[src/rtl/mem_line_ctrl.sv]
// Cache line/word request to single-word req/ack bus sequencer.
// Optional bus watchdog enabled with `define MEMCTL_TIMEOUT_EN.
//
// state     | meaning
// IDLE      | ready, waiting for a cache request
// W_BEAT    | issuing write beats, one per bus_ack
// R_BEAT    | issuing read beats, capturing bus_rdata on bus_ack
// DONE      | one-cycle mem_done pulse
// RELEASE   | wait for all request levels to drop before re-arming
module mem_line_ctrl #(
   parameter int ADDR_W         = 26,
   parameter int LINE_WORDS     = 8,
   parameter int TIMEOUT_CYCLES = 1024
) (
   input  logic                        clk,
   input  logic                        rst_l,
   input  logic                        mem_w_line,
   input  logic                        mem_r_line,
   input  logic                        mem_w_one,
   input  logic                        mem_r_one,
   input  logic [ADDR_W-1:0]           mem_addr,
   input  logic [LINE_WORDS-1:0][31:0] line_store,
   output logic [LINE_WORDS-1:0][31:0] line_read,
   output logic                        mem_ready,
   output logic                        mem_done,
   output logic                        mem_err,
   output logic                        bus_req,
   output logic                        bus_we,
   output logic [ADDR_W-1:0]           bus_addr,
   output logic [31:0]                 bus_wdata,
   input  logic                        bus_ack,
   input  logic [31:0]                 bus_rdata
);

   localparam int BW = $clog2(LINE_WORDS);

   localparam logic [2:0] S_IDLE    = 3'd0;
   localparam logic [2:0] S_W_BEAT  = 3'd1;
   localparam logic [2:0] S_R_BEAT  = 3'd2;
   localparam logic [2:0] S_DONE    = 3'd3;
   localparam logic [2:0] S_RELEASE = 3'd4;

   logic [2:0]                  r_state;
   logic [BW-1:0]               r_k;
   logic [BW-1:0]               r_last_k;
   logic [LINE_WORDS-1:0][31:0] r_data;
   logic [LINE_WORDS-1:0][31:0] r_line_read;
   logic                        r_bus_req;
   logic                        r_bus_we;
   logic [ADDR_W-1:0]           r_bus_addr;
   logic [31:0]                 r_bus_wdata;

   logic                        w_any_req;
   logic                        w_is_line;
   logic                        w_is_write;
   logic [ADDR_W-1:0]           w_base;
   logic                        w_ack;
   logic                        w_last;
   logic [BW-1:0]               w_k_nxt;
   logic                        w_tmo;

   assign w_any_req  = mem_w_line | mem_r_line | mem_w_one | mem_r_one;
   assign w_is_line  = mem_w_line | mem_r_line;
   // w_line > r_line > w_one > r_one
   assign w_is_write = mem_w_line | (~mem_r_line & mem_w_one);
   assign w_base     = w_is_line ? (mem_addr & ~ADDR_W'(LINE_WORDS-1)) : mem_addr;
   assign w_ack      = bus_ack & r_bus_req;
   assign w_last     = (r_k == r_last_k);
   assign w_k_nxt    = r_k + BW'(1);

`ifdef MEMCTL_TIMEOUT_EN
   localparam int TW = $clog2(TIMEOUT_CYCLES + 1);

   logic [TW-1:0] r_tmr;
   logic          r_err;

   // Down-counter reloaded at every beat start; terminal count with no ack aborts.
   assign w_tmo = r_bus_req & ~bus_ack & (r_tmr == '0);

   always_ff @(posedge clk or negedge rst_l) begin
      if (!rst_l) begin
         r_tmr <= '0;
         r_err <= 1'b0;
      end else begin
         if (r_state == S_IDLE && w_any_req) begin
            r_tmr <= TW'(TIMEOUT_CYCLES - 1);
            r_err <= 1'b0;
         end else if (w_ack) begin
            r_tmr <= TW'(TIMEOUT_CYCLES - 1);
         end else if (w_tmo) begin
            r_err <= 1'b1;
         end else if (r_bus_req && r_tmr != '0) begin
            r_tmr <= r_tmr - TW'(1);
         end
      end
   end

   assign mem_err = r_err;
`else
   logic w_unused_cfg;

   assign w_tmo        = 1'b0;
   assign w_unused_cfg = (TIMEOUT_CYCLES > 0) | w_tmo;
   assign mem_err      = 1'b0;
`endif

   always_ff @(posedge clk or negedge rst_l) begin
      if (!rst_l) begin
         r_state     <= S_IDLE;
         r_k         <= '0;
         r_last_k    <= '0;
         r_data      <= '0;
         r_line_read <= '0;
         r_bus_req   <= 1'b0;
         r_bus_we    <= 1'b0;
         r_bus_addr  <= '0;
         r_bus_wdata <= '0;
      end else begin
         case (r_state)
            S_IDLE: begin
               if (w_any_req) begin
                  r_state     <= w_is_write ? S_W_BEAT : S_R_BEAT;
                  r_data      <= line_store;
                  r_k         <= '0;
                  r_last_k    <= w_is_line ? BW'(LINE_WORDS - 1) : '0;
                  r_bus_req   <= 1'b1;
                  r_bus_we    <= w_is_write;
                  r_bus_addr  <= w_base;
                  r_bus_wdata <= line_store[0];
               end
            end
            S_W_BEAT, S_R_BEAT: begin
               if (w_ack) begin
                  if (r_state == S_R_BEAT) begin
                     r_line_read[r_k] <= bus_rdata;
                  end
                  r_k <= w_k_nxt;
                  if (w_last) begin
                     r_bus_req <= 1'b0;
                     r_state   <= S_DONE;
                  end else begin
                     r_bus_addr  <= r_bus_addr + ADDR_W'(1);
                     r_bus_wdata <= r_data[w_k_nxt];
                  end
               end else if (w_tmo) begin
                  r_bus_req <= 1'b0;
                  r_state   <= S_DONE;
               end
            end
            S_DONE: begin
               r_state <= S_RELEASE;
            end
            S_RELEASE: begin
               if (!w_any_req) begin
                  r_state <= S_IDLE;
               end
            end
            default: begin
               r_state <= S_IDLE;
            end
         endcase
      end
   end

   assign line_read = r_line_read;
   assign mem_ready = (r_state == S_IDLE);
   assign mem_done  = (r_state == S_DONE);
   assign bus_req   = r_bus_req;
   assign bus_we    = r_bus_we;
   assign bus_addr  = r_bus_addr;
   assign bus_wdata = r_bus_wdata;

endmodule

[config.mk]
export PLATFORM = sky130hd
export DESIGN_NAME = mem_line_ctrl
export DESIGN_NICKNAME = d
export VERILOG_FILES = /design/src/rtl/mem_line_ctrl.sv
export SDC_FILE = /design/constraint.sdc
export NUM_CORES = 1
export LEC_CHECK = 0
export ABC_AREA = 1
export ABC_CLOCK_PERIOD_IN_PS = 2400
export BUFFER_PORTS_ARGS = -buffer_cell sky130_fd_sc_hd__buf_4
export CAP_MARGIN = 10
export CORE_ASPECT_RATIO = 0.75
export CORE_MARGIN = 5
export CORE_UTILIZATION = 30
export CTS_CLUSTER_SIZE = 8
export DETAILED_ROUTE_END_ITERATION = 7
export PLACE_DENSITY_LB_ADDON = 0.25
export SLEW_MARGIN = 20
export SYNTH_ARGS = -nofsm -noshare
export SYNTH_HDL_FRONTEND = slang
export SYNTH_SLANG_ARGS = --single-unit
[constraint.sdc]
create_clock -name clk -period 2.4 [get_ports clk]
set_input_delay 0.36 -clock clk [delete_from_list [all_inputs] [get_ports clk]]
set_output_delay 0.36 -clock clk [all_outputs]
set_load 0.05 [all_outputs]
# Word level (Yosys, flattened, before mapping)
# Index checks and enable logic that the tools add are counted.
# word_totals
input_bits,321
word_cells,83
register_bits,581
output_inout_bits,319
# classes
magnitude_cmp,3
eq_ne,10
add_sub_neg,2
n_mux,28
n_reduce_logical,10
bitwise_logic,7
# op_table
operator,count
256-bit bitwise mux,1
32-bit 2-to-1 mux,5
32-bit binary-select mux with 3-bit select,1
32-bit demux with 3-bit select,1
26-bit 2-to-1 mux,3
32-bit case mux with 2 select lines,1
26-bit case mux with 2 select lines,1
26-bit by 1-bit adder with 26-bit output (second input constant),1
3-bit 2-to-1 mux,8
3-bit case mux with 4 select lines,1
4-bit AND reduction,3
3-bit by 4-bit less-than comparator with 1-bit output (second input constant),2
2-bit != test (second input constant),4
3-bit by 2-bit equality test with 1-bit output (second input constant),2
3-bit case mux with 2 select lines,1
3-bit AND reduction,2
1-bit OR,4
3-bit by 1-bit adder with 3-bit output (second input constant),1
3-bit by 1-bit equality test with 1-bit output (second input constant),1
3-bit equality test,1
3-bit equality test (second input constant),1
3-bit by 1-bit >= comparator with 1-bit output (second input constant),1
3-bit zero test,1
1-bit 2-to-1 mux,3
other kinds (9),10

# Depth between registers and ports, before layout
# logic_depth
word_depth,6
mapped_depth,13
ltp_nobuf,10

# Worst setup path before layout
# OpenSTA, ideal clock, no wires.
# synth_path
path_kind,reg2reg
from,reg r_state[1]
to,reg r_bus_addr[3] (netlist: bus_addr[3])
n_path_buf,2
required_time_ns,2.272
setup_slack_ns,-0.043
synth_period_minus_slack_ns,2.443
setup_ns,0.128
stages_incl_launch_ff,11
arrival_ns,2.315
cell_sequence,dfrtp_1 inv_1 nand2_1 nor2_1 nand2_1 nand2_1 nand2_1 buf_2 buf_2 nand2_1 o21ai_0
# synth_between
word_cells_on_any_way,10
classes_between,eq/ne (5); mux (1); reduce/logical (4)
# synth_lines
element,line_no,text
from (decl),43,logic [2:0] r_state;
from (signal assigned),122,r_state <= w_is_write ? S_W_BEAT : S_R_BEAT;
3-bit zero test *,-,
named net mem_ready,24,"output logic mem_ready,"
2-bit by 1-bit != test with 1-bit output (no source line) or 2-bit nonzero test (tied branches),-,
4-bit AND reduction (no source line),-,
to (signal assigned),128,r_bus_addr <= w_base;
to (signal assigned),142,r_bus_addr <= r_bus_addr + ADDR_W'(1);
to (decl),50,logic [ADDR_W-1:0] r_bus_addr;
# Mark *: on every way through the listed nets, which the timed path passes. The rest lies on a longest branch.
# A chain may end at the register's enable or synchronous reset.

# Worst setup path in the final report
# layout_path
from,reg r_k[0]
to,reg r_bus_wdata[17] (netlist: bus_wdata[17])
# layout_between
elab_chain_len,6
word_cells_on_any_way,9
classes_between,add/sub (1); eq/ne (2); mux (5); reduce/logical (1)
# layout_rtl
element,line_no,text
from (decl),44,logic [BW-1:0] r_k;
from (signal assigned),137,r_k <= w_k_nxt;
3-bit by 1-bit adder with 3-bit output,69,assign w_k_nxt = r_k + BW'(1);
32-bit binary-select mux with 3-bit select,143,r_bus_wdata <= r_data[w_k_nxt];
32-bit 2-to-1 mux (not written as such),143,
32-bit 2-to-1 mux,138,if (w_last) begin
32-bit 2-to-1 mux,133,if (w_ack) begin
32-bit case mux with 2 select lines,119,case (r_state)
to (signal assigned),129,r_bus_wdata <= line_store[0];
to (signal assigned),143,
to (decl),51,logic [31:0] r_bus_wdata;
# Parallel ways exist; a longest one is shown, timed or not. The select of a mux whose other input is x is not followed.

==> run metrics <==
Power Dens Cells 1420 mW/mm2; Pins Over Slew Limit 0; Reg2Reg Depth 8; CTS root buffer clkbuf_16; status completed; met3 wire len 6.41 mm; Post-Syn Area 0.0246 mm2; initial antenna violation count 6; Post-CTS Setup Bufs 0; Initial Util 30.1%; Flop pwr share 32.2%; DRC Markers 0; DR iter-0 viols 1750; gpl congestion 0.857; Worst Tran Pin Value 0.944 ns; Final Hold Fails 0; post-DR vias/cell 4.71; CTS Buf Count 83; Max Buffers Root-to-Sink 3; skew final 0.0221 ns; chip width 341 um; clock transition at the registers of the reported paths 0.05 ns; Sw Pwr 0.0237 W; Ys Warns 0; CP startpoint r_k[0]$_DFFE_PN0P_; layout cell share with drive strength beyond 1 21.2%; die footprint 0.0880 mm2; Pint 0.0270 W; final hold slack 0.0445 ns; Critical Path Sink Type flip-flop; Fin Setup TNS 0 ns; Layout area overhead 45.0%; Synth Instances 2973; row count 91; clock tree sinks 579; worst flop-to-flop path startpoint r_k[0]$_DFFE_PN0P_; leak pwr 18.1 nW; Syn Area/Cell 8.28 um2; largest net degree at the start of global routing 146; VDD IR max 1.23 mV; Top Metal Used met4; register area share after synthesis 58.8%; Hold WC Path Type in -> reg; R2R Setup Slk 0.20 ns; Max-cap violations 0; first-pass GRT wire length 148 mm; Rel. slew slack 37.0%; synthesis-stage register bit count 579; distinct cell type count after synthesis 28; routed vias 23200; CTS tree built; CP Max Fanout 76; htree depth 3; WP data arrival 2.75 ns; Net count, final 4160; Syn Nets 3296; RSZ-0062 raised after global routing false; vias in the first global route 23100; Clock Latency Late Sink 0.62 ns; Final period util 91.6%; post-DP HPWL 70.0 mm; Final Critical Period 2.20 ns; Critical Path Source Type flip-flop; FF-to-FF End bus_wdata[17]$_DFFE_PN0P_; WL/cell 20.2 um; Detail Route met2 WL 45.0 mm; IO Pins 640; commonest non-fill, non-tap cell in the layout nand2_1; total global routing overflow 0; met1 WL 44.1 mm; Final ANT Viol Nets 0; core area 0.0819 mm2; First-pass DRT Iterations 5; Combinational Power Share 47.2%; # port buffers 638; end point of the critical path bus_wdata[17]$_DFFE_PN0P_; setup violators final 0; most frequent cells in the layout nand2_1, buf_4, dfrtp_1, o21ai_0, dlygate4sd3_1; Die Y 258 um; total global-route track usage 22.0%; Clk network pwr share 20.7%; DRT Wirelength 99.4 mm; critical path data required time 2.95 ns; Sw Ratio 46.8%; kind of critical path reg -> reg; f_max 455 MHz
## logic make-up after synthesis
group / share of synthesized area (%)
xor gates and xnor gates: 0.178
buffers and inverters: 5.69
DFF: 58.8
AOI/OAI and AO/OA: 12.5
other: 0.0152
adders and majority gates: 0.102
and+or+nand+nor: 22.7
## through the flow
stage / setup WS (ns) / cells / cell area, um2 / total power [W] / utilization (%)
CTS: 0.0915 / 4915 / 35700 / 0.0509 / 43.6
finish: 0.202 / 4920 / 35700 / 0.0507 / 43.6
detailed placement: 0.0969 / 4566 / 30900 / 0.0399 / 37.8
global route: 0.0160 / 4919 / 35700 / 0.0540 / 43.6
floorplan: 0.277 / 2973 / 24600 / 0.0311 / -
global placement: 0.159 / 4566 / 30900 / 0.0397 / 37.8
## metal layers
metal,global-route usage [%],up-vias
met5,0,-
met4,8.58,0
met3,5.08,191
met2,34.0,700
met1,30.1,11100
li1,-,11200
## synthesized netlist by cell type (all sizes together)
master  instances  area share [%]
o211ai         32            0.98
o21bai          1           0.030
nand3         105             2.2
xor2            4            0.14
nand4          12            0.41
xnor2           1           0.036
buf            44            0.87
nor2          104             1.6
nor4            1           0.086
nand3b          1           0.030
inv           181             2.8
and2            2           0.051
o21ai         484             9.8
dfrtp         579              59
clkinv          3           0.046
conb            1           0.015
a21oi          81             1.6
o22ai           1           0.025
nand2        1200              18
ha              2            0.10
or2             2           0.051
clkbuf        132             2.0
## state kept, by name, summed over array words and instances (netlist names)
| name | cells |
|---|---|
| line_read | 256 |
| r_data | 256 |
| r_k | 3 |
| bus_addr | 26 |
| bus_req | 1 |
| r_last_k | 1 |
| bus_wdata | 32 |
| r_state | 3 |
| bus_we | 1 |
## final cells by class
| cell class | instances | area [um2] |
|---|---|---|
| antenna | 4 | 10.0 |
| clock buffer | 86 | 2090 |
| clock inverter | 9 | 135 |
| fill | 8016 | 46200 |
| inverter | 184 | 698 |
| multi-input combinational | 2035 | 8820 |
| sequential | 579 | 14500 |
| tap | 1069 | 1340 |
| timing repair buffer | 954 | 8130 |
## critical path: stages (launching register included)
cell      delay [ns]
dfrtp_4         0.57
ha_4            0.33
buf_12          0.30
o211ai_1        0.29
nand2_1         0.27
nand2_1         0.08
nand3_1         0.12
nand2_1         0.05
nand2_1         0.05
## power groups by stage
stage / sequential, W / combinational [W] / clock [W]
floorplan: 0.0214 / 0.00974 / 0
global placement: 0.0163 / 0.0234 / 0
detailed placement: 0.0164 / 0.0235 / 0
CTS: 0.0163 / 0.0239 / 0.0108
global route: 0.0168 / 0.0260 / 0.0112
finish: 0.0163 / 0.0239 / 0.0105
## worst min-delay path by stage
stage	from	endpoint	cells after the start
5_1_grt	line_store[173]	r_data[173]$_DFFE_PN0P_	3
2_1_floorplan	rst_l	bus_addr[0]$_DFFE_PN0P_	0
6_report	line_store[173]	r_data[173]$_DFFE_PN0P_	3
4_1_cts	line_store[11]	r_data[11]$_DFFE_PN0P_	3
3_5_place_dp	rst_l	r_data[72]$_DFFE_PN0P_	1
3_3_place_gp	rst_l	r_data[72]$_DFFE_PN0P_	1
## timing repair
action / 4_1_cts / 5_1_grt
hold buffers: 254 / 0
resized for setup: 0 / 1
setup endpoints to repair: 0 / 9
hold endpoints to repair: 296 / 0
Power figures use the tool's default switching activity.
